`config.mk`:
```
export PLATFORM = sky130hd
export DESIGN_NAME = context_exchange_ctrl
export DESIGN_NICKNAME = d
export VERILOG_FILES = /design/src/rtl/context_exchange_ctrl.sv
export SDC_FILE = /design/constraint.sdc
export NUM_CORES = 1
export LEC_CHECK = 0
export BUFFER_PORTS_ARGS = -buffer_cell sky130_fd_sc_hd__buf_2
export CORE_MARGIN = 2
export CORE_UTILIZATION = 50
export DETAILED_ROUTE_END_ITERATION = 8
export GPL_TIMING_DRIVEN = 0
export PLACE_DENSITY = 0.79
export SYNTH_ARGS = -nofsm -noshare
export SYNTH_HDL_FRONTEND = slang
export SYNTH_SLANG_ARGS = --single-unit
```
`constraint.sdc`:
```
create_clock -name clock -period 2.8 [get_ports clock]
set_input_delay 0 -clock clock [delete_from_list [all_inputs] [get_ports clock]]
set_output_delay 0 -clock clock [all_outputs]
set_load 0.05 [all_outputs]
```
`src/rtl/context_exchange_ctrl.sv`:
```
// Preemption controller: bills user-mode cycles against a programmable
// quantum, requests a context exchange from the program counter on expiry,
// captures the interrupted PC and waits for the OS to restore the context.
module context_exchange_ctrl #(
  parameter int unsigned ADDR_W          = 12,
  parameter int unsigned QUANTUM_W       = 8,
  parameter int unsigned DEFAULT_QUANTUM = 100,
  parameter int unsigned OS_BASE         = 1024
) (
  input  logic                 clock,
  input  logic                 resetCPU,
  input  logic [ADDR_W-1:0]    programCounter,
  input  logic                 HLT,
  input  logic                 preempt_enable,
  input  logic                 load_quantum,
  input  logic [QUANTUM_W-1:0] quantum_in,
  input  logic                 ctx_restore,
  output logic                 jump_context_exchange,
  output logic [ADDR_W-1:0]    saved_pc,
  output logic                 saved_valid,
  output logic [QUANTUM_W-1:0] quantum_count
);

  typedef enum logic [1:0] {
    IDLE    = 2'd0,
    COUNT   = 2'd1,
    FIRE    = 2'd2,
    OS_WAIT = 2'd3
  } state_t;

  localparam logic [ADDR_W-1:0]    OS_BASE_PC  = ADDR_W'(OS_BASE);
  localparam logic [QUANTUM_W-1:0] QUANTUM_RST = QUANTUM_W'(DEFAULT_QUANTUM);
  localparam logic [QUANTUM_W-1:0] QUANTUM_ONE = QUANTUM_W'(1);

  state_t               state;
  state_t               state_next;
  logic [QUANTUM_W-1:0] quantum_reg;

  // Datapath controls produced by the output process.
  logic                 reload;
  logic                 capture;
  logic                 release_ctx;

  // A cycle is billed only when the core is running user code.
  logic user_tick;
  logic decrement;
  logic expire;

  assign user_tick = ~HLT & (programCounter < OS_BASE_PC);
  // Never decrement from zero, so the count cannot wrap.
  assign decrement = (state == COUNT) & user_tick & (quantum_count != '0);
  assign expire    = decrement & (quantum_count == QUANTUM_ONE);

  // State register.
  always_ff @(posedge clock) begin
    // NOTE: sequential state uses non-blocking assignments so every register
    // samples pre-edge values regardless of statement order.
    if (resetCPU) begin
      state <= IDLE;
    end else begin
      state <= state_next;
    end
  end

  // Next-state logic; disabling preemption always wins over expiry.
  always_comb begin
    // NOTE: default first so no path through the case leaves state_next
    // unassigned, which would otherwise infer a latch.
    state_next = state;
    unique case (state)
      IDLE: begin
        if (preempt_enable && (quantum_reg != '0)) state_next = COUNT;
      end
      COUNT: begin
        if (!preempt_enable) state_next = IDLE;
        else if (expire)     state_next = FIRE;
      end
      FIRE: begin
        if (!preempt_enable) state_next = IDLE;
        else if (!HLT)       state_next = OS_WAIT;
      end
      OS_WAIT: begin
        if (ctx_restore) begin
          if ((quantum_reg == '0) || !preempt_enable) state_next = IDLE;
          else                                        state_next = COUNT;
        end
      end
      default: state_next = IDLE;
    endcase
  end

  // Outputs and datapath strobes; the request is combinational on HLT because
  // the program counter gives HLT priority and a halted request would be lost.
  always_comb begin
    jump_context_exchange = 1'b0;
    reload                = 1'b0;
    capture               = 1'b0;
    release_ctx           = 1'b0;
    unique case (state)
      IDLE: begin
        reload = (state_next == COUNT);
      end
      COUNT: begin
      end
      FIRE: begin
        jump_context_exchange = preempt_enable & ~HLT;
        capture               = preempt_enable & ~HLT;
      end
      OS_WAIT: begin
        reload      = ctx_restore;
        release_ctx = ctx_restore;
      end
      default: begin
      end
    endcase
  end

  // Quantum register, running count and saved context.
  always_ff @(posedge clock) begin
    if (resetCPU) begin
      quantum_reg   <= QUANTUM_RST;
      quantum_count <= '0;
      saved_pc      <= '0;
      saved_valid   <= 1'b0;
    end else begin
      // A new quantum length only affects the next reload.
      if (load_quantum) quantum_reg <= quantum_in;

      if (reload) begin
        quantum_count <= (state_next == COUNT) ? quantum_reg : '0;
      end else if (decrement) begin
        quantum_count <= quantum_count - QUANTUM_ONE;
      end

      // The instruction at the captured PC is uncommitted; the OS resumes there.
      if (capture) begin
        saved_pc    <= programCounter;
        saved_valid <= 1'b1;
      end else if (release_ctx) begin
        saved_valid <= 1'b0;
      end
    end
  end

endmodule
```
Yosys cells after proc, flatten, opt, wreduce, memory -nomap -nowiden

Cells that the tools add are included.

Flip-flop bits (word level): 31
Input bits: 26
Output and inout bits: 22
Logic and storage cells: 43

Add/subtract/negate cells: 1
Order comparisons: 1
Equality and inequality tests: 5
Mux-type cells: 16
Bitwise gates (word level): 6
Reductions and logical operators: 9

Operators by type and width:

| operator                                              | count |
|---|---|
| two-way mux 8 bit                                     | 3 |
| nonzero test 8 bit                                    | 2 |
| < comparator 12 x 11 -> 1 bit (second input constant) | 1 |
| two-way mux 2 bit                                     | 6 |
| == test 8 x 1 -> 1 bit (second input constant)        | 1 |
| logical NOT 8 bit                                     | 1 |
| case mux 2 bit (4 select lines)                       | 1 |
| subtractor 8 x 1 -> 8 bit (second input constant)     | 1 |
| bitwise AND 1 bit                                     | 5 |
| two-way mux 1 bit                                     | 5 |
| == test 2 x 1 -> 1 bit (second input constant)        | 2 |
| == test 2 bit (second input constant)                 | 2 |
| nonzero test 2 bit                                    | 2 |
| logical NOT 2 bit                                     | 1 |
| case mux 1 bit (2 select lines)                       | 1 |
| logical AND 1 bit                                     | 1 |
| logical NOT 1 bit                                     | 1 |
| logical OR 1 bit                                      | 1 |
| NOT 1 bit                                             | 1 |

Longest topological paths before layout

Word-level depth: 11
Gate-level depth with buffers: 11
Gate-level depth less buffers: 10

Least setup slack after synthesis

OpenSTA, ideal clock, no wires.

Path type: register to register
Start: register quantum_count[0]
End: register quantum_count[0]
Setup time: 0.126 ns
Data arrival time: 2.322 ns
Data required time: 2.674 ns
Path slack: 0.352 ns
Cell stages (with the launch flop): 10
Path buffers: 1
Clock period less this slack: 2.448 ns
Cell sequence: dfxtp_1 inv_1 ha_1 or4b_1 o31ai_2 o2111ai_1 and4_1 buf_6 nand2_1 o21ai_1

Longest elaborated chain between the ends: 9
Elaborated cells between the ends (all ways): 14
Classes of those cells: add/sub: 1; eq/ne: 2; mux: 7; bitwise: 2; reduce/logical: 2

Ends and longest elaborated chain:

| item                                                                        | line     | source |
|---|---|---|
| start: declaration                                                          | 21       | `output logic [QUANTUM_W-1:0] quantum_count` |
| start signal: assignment                                                    | 130      | `quantum_count <= (state_next == COUNT) ? quantum_reg : '0;` |
| start signal: assignment                                                    | 132      | `quantum_count <= quantum_count - QUANTUM_ONE;` |
| nonzero test 8 bit                                                          | 51       | `assign decrement = (state == COUNT) & user_tick & (quantum_count != '0);` |
| bitwise AND 1 bit                                                           | 51       |  |
| bitwise AND 1 bit                                                           | 52       | `assign expire = decrement & (quantum_count == QUANTUM_ONE);` |
| two-way mux 2 bit                                                           | 76       | `else if (expire) state_next = FIRE;` |
| two-way mux 2 bit                                                           | 75       | `if (!preempt_enable) state_next = IDLE;` |
| case mux 2 bit (4 select lines)                                             | 70       | `unique case (state)` |
| == test 2 x 1 -> 1 bit                                                      | 101, 130 |  |
| case mux 1 bit (2 select lines) / two-way mux 8 bit (equally long branches) | 99, 130  |  |
| two-way mux 8 bit / nonzero test 2 bit (equally long branches)              | -        |  |

Several ways; a longest one is shown, not always the timed one. The select of a mux whose other input is x is not followed.
A chain may end at the register's enable or synchronous reset.

Worst setup path after layout

Start: register state[1]
End: register quantum_count[1]

Longest elaborated chain between the ends: 10
Elaborated cells between the ends (all ways): 19
Classes of those cells: eq/ne: 4; mux: 10; bitwise: 3; reduce/logical: 2

Ends and longest elaborated chain:

| item                                                                        | line     | source |
|---|---|---|
| start: declaration                                                          | 35       | `state_t state;` |
| start signal: assignment                                                    | 61       | `state <= state_next;` |
| == test 2 x 1 -> 1 bit                                                      | 51, 70   |  |
| bitwise AND 1 bit (2 in series)                                             | 51       |  |
| bitwise AND 1 bit                                                           | 52       |  |
| two-way mux 2 bit                                                           | 76       |  |
| two-way mux 2 bit                                                           | 75       |  |
| case mux 2 bit (4 select lines)                                             | 70       |  |
| == test 2 x 1 -> 1 bit                                                      | 101, 130 |  |
| case mux 1 bit (2 select lines) / two-way mux 8 bit (equally long branches) | 99, 130  |  |
| two-way mux 8 bit / nonzero test 2 bit (equally long branches)              | -        |  |

Several ways; a longest one is shown, not always the timed one.

==> flow_summary.json <==
{
  "status": "finished, violations left",
  "violations": "DRC",
  "yosysWarnings": 0,
  "leakage_nw": 0.867,
  "core_area_sq_um": 2810,
  "fin_crit_ps": 2350,
  "cts_made_buffers": 5,
  "clkTransAtPathRegs_ps": 90,
  "cts_root_buf": "clkbuf_4",
  "track_usage_pct": 22.7,
  "syn_area_per_cell_sq_um": 8.29,
  "setup_ws_ps": 449,
  "rsz0062_at_grt": "no",
  "antenna_found_initial": 0,
  "power.density_cell_area_nw_per_um2": 470,
  "worst_setup_path_end_kind": "flop",
  "dieArea_sq_um": 3440,
  "first_pass_iters": 6,
  "wire_per_inst_um": 12.7,
  "rows": 19,
  "fin_hold_ws_ps": 2.47,
  "routed_wl_um": 3610,
  "max_stage_delay_ps": 520,
  "cp_slowest_cell": "or4b_4",
  "vias": 1492,
  "syn_to_final_growth_pct": 34.8,
  "clk_latency_ps": 320,
  "gp_congestion": 0.814,
  "syn_area_sq_um": 1490,
  "die_w_um": 58.6,
  "vias_per_cell": 5.24,
  "drt-initial-drc-count": 68,
  "setup_tns_ps": 0,
  "grt_pass1_wl_um": 5850,
  "final_util_pct": 71.7,
  "cts_sinks": 31,
  "start_util_pct": 53.2,
  "htree_levels": 2,
  "largest_reg_flops": 12,
  "overflow": 0,
  "port_buffers": 46,
  "critical_path.top_delay_family": "simple AND/OR/NAND/NOR gates",
  "setup-violations-final": 0,
  "worst_ep_arrival_time_ps": 2560,
  "combPwrFrac_pct": 23.5,
  "clockBufferDepth": 2,
  "slew_violations": 0,
  "maxSlewHeadroom_pct": 62.9,
  "p_sw_share_pct": 31.0,
  "grt_max_degree": 11,
  "io_pins": 48,
  "criticalPathCategory": "flop to flop",
  "cp_num_buf_inv": 2,
  "grt_pass1_vias": 1381,
  "synth_nets": 213,
  "syn_inst": 180,
  "cts_tree": "done",
  "p_clk_share_pct": 25.0,
  "worst_pin_slew_ps": 557,
  "vdd_drop_max_mv": 0.319,
  "p_sw_mw": 0.293,
  "path_cells": "inv_1 -> ha_1 -> or4b_4 -> nor4_1 -> o221ai_1 -> and4_1 -> buf_6 -> nand2_1 -> o21ai_1",
  "fmax_mhz": 425,
  "ant_nets": 0,
  "drive_gt1_share_pct": 22.4,
  "diodes": 0,
  "synth-seq-cells": 31,
  "die_y_um": 58.6,
  "ys_types": 38,
  "period_share_pct": 84.0,
  "finalNonFillerCells": 285,
  "fin_worst_skew_ps": 1.36,
  "synth_seq_area_share_pct": 41.6,
  "hold_violations": 0,
  "hpwlAfterDp_um": 2500,
  "seqPwrFrac_pct": 51.6,
  "place_inst": 257,
  "place_ws_ps": 467,
  "hp-class": "input port to flop",
  "cp_max_fo": 8,
  "max-cap-violations": 0,
  "drc_errors": 2,
  "worstPathRequired_ps": 3010,
  "final_nets": 286,
  "p_int_mw": 0.653,
  "critPathLaunchType": "flop"
}
-- through the flow --
stage	total power [mW]	area, sq um
final	0.946	2010
after global routing	0.998	2010
after CTS	0.950	2010
after detailed placement	0.697	1760
after global placement	0.695	1760
after floorplan	0.641	1490
-- power groups by stage --
stage,sequential (mW),combinational (mW),clock (mW)
floorplan,0.536,0.104,0
global placement,0.498,0.197,0
detailed placement,0.498,0.199,0
CTS,0.488,0.221,0.241
global route,0.492,0.244,0.262
finish,0.488,0.222,0.236
-- metal layers --
metal,up-vias,track usage [%],wire length [um]
met5,-,0,0
met4,0,10.1,72
met3,6,5.93,137
met2,29,39.0,1780
met1,679,26.4,1620
li1,778,-,-
-- cell families after synthesis --
family                   after synthesis  synth area share (%)
AND/OR/NAND/NOR                       78                  25.6
buffers and inverters                 13                  3.77
multiplexers                           6                  4.02
AO/OA/AOI/OAI                         40                  16.2
XOR/XNOR                               5                  2.93
adder cells (fa/ha/maj)                7                  5.87
flip-flops                            31                  41.6
-- synth_stat cells --
| master | instances | area, sq um |
|---|---|---|
| nor2_1 | 13 | 48.8 |
| o21ai_0 | 2 | 10.0 |
| ha_1 | 7 | 87.6 |
| o2111ai_1 | 1 | 8.76 |
| a21oi_1 | 18 | 90.1 |
| nor2b_1 | 5 | 31.3 |
| a31oi_1 | 1 | 6.26 |
| nand2_1 | 38 | 143 |
| buf_6 | 1 | 11.3 |
| and2_1 | 2 | 12.5 |
| o31ai_2 | 1 | 12.5 |
| or4_1 | 2 | 15.0 |
| mux2i_1 | 6 | 60.1 |
| a211o_1 | 3 | 26.3 |
| and3_1 | 1 | 6.26 |
| dfxtp_1 | 31 | 621 |
| o21a_1 | 1 | 7.51 |
| or4_4 | 1 | 11.3 |
| buf_1 | 1 | 3.75 |
| o32a_1 | 1 | 10.0 |
| nand4_1 | 2 | 12.5 |
| xor2_1 | 1 | 8.76 |
| a21oi_2 | 1 | 8.76 |
| clkbuf_1 | 5 | 18.8 |
| inv_1 | 6 | 22.5 |
| o221ai_1 | 1 | 8.76 |
| xnor2_1 | 4 | 35.0 |
| nor3_1 | 3 | 15.0 |
| and4_1 | 1 | 8.76 |
| o21ai_1 | 9 | 45.0 |
| nand3_1 | 1 | 5.00 |
| or4b_4 | 1 | 13.8 |
| nor4b_1 | 1 | 8.76 |
| nor4bb_1 | 1 | 10.0 |
| nand2b_1 | 1 | 6.26 |
| or4b_1 | 1 | 10.0 |
| nor4_1 | 4 | 25.0 |
| o211ai_1 | 1 | 7.51 |
-- final cells by class --
class,count,area [sq um]
plain buffers,7,33.8
clock buffers,7,45.0
clock inverters,1,5.00
fillers,235,793
inverters,6,22.5
multi-input cells,136,816
flip-flops and latches,31,621
well taps,31,38.8
repair buffers,66,430
-- what timing repair did --
action,in CTS,in global routing
hold buffers,20,0
resized for setup,0,0
endpoints found under the hold margin,20,0
buffers inserted,0,0
-- worst register-to-register path: cells and delay by family (launching register included) --
| family | cells | cell delay, ps |
|---|---|---|
| buffers and inverters | 2 | 250 |
| flip-flops | 1 | 370 |
| adder cells (fa/ha/maj) | 1 | 230 |
| AO/OA/AOI/OAI | 2 | 290 |
| AND/OR/NAND/NOR | 4 | 1110 |
-- final timing paths --
kind                                 start  depth (start not counted)                            end  slack [ps]
setup / recovery       state[1]$_SDFF_PP0_                          9  quantum_count[1]$_SDFFE_PP0P_         450
hold / removal                load_quantum                          3    quantum_reg[2]$_SDFFE_PP1P_           2
setup reg to reg       state[1]$_SDFF_PP0_                          9  quantum_count[1]$_SDFFE_PP0P_         450
hold reg to reg   saved_pc[0]$_SDFFE_PP0P_                          2       saved_pc[0]$_SDFFE_PP0P_         450
-- cell usage in the layout, fill, tap and decap left out, drive strengths merged, types with 2 or more instances in the layout --
| cell | synthesis | layout |
|---|---|---|
| a211o | 3 | 3 |
| a21oi | 19 | 19 |
| and2 | 2 | 2 |
| buf | 2 | 48 |
| clkbuf | 5 | 12 |
| dfxtp | 31 | 31 |
| dlygate4sd3 | 0 | 20 |
| ha | 7 | 7 |
| inv | 6 | 6 |
| mux2i | 6 | 6 |
| nand2 | 38 | 38 |
| nand4 | 2 | 2 |
| nor2 | 13 | 13 |
| nor2b | 5 | 5 |
| nor3 | 3 | 3 |
| nor4 | 4 | 4 |
| o21ai | 11 | 11 |
| or4 | 3 | 3 |
| or4b | 2 | 2 |
| xnor2 | 4 | 4 |
Note: power is estimated with default switching activity, not from simulation.
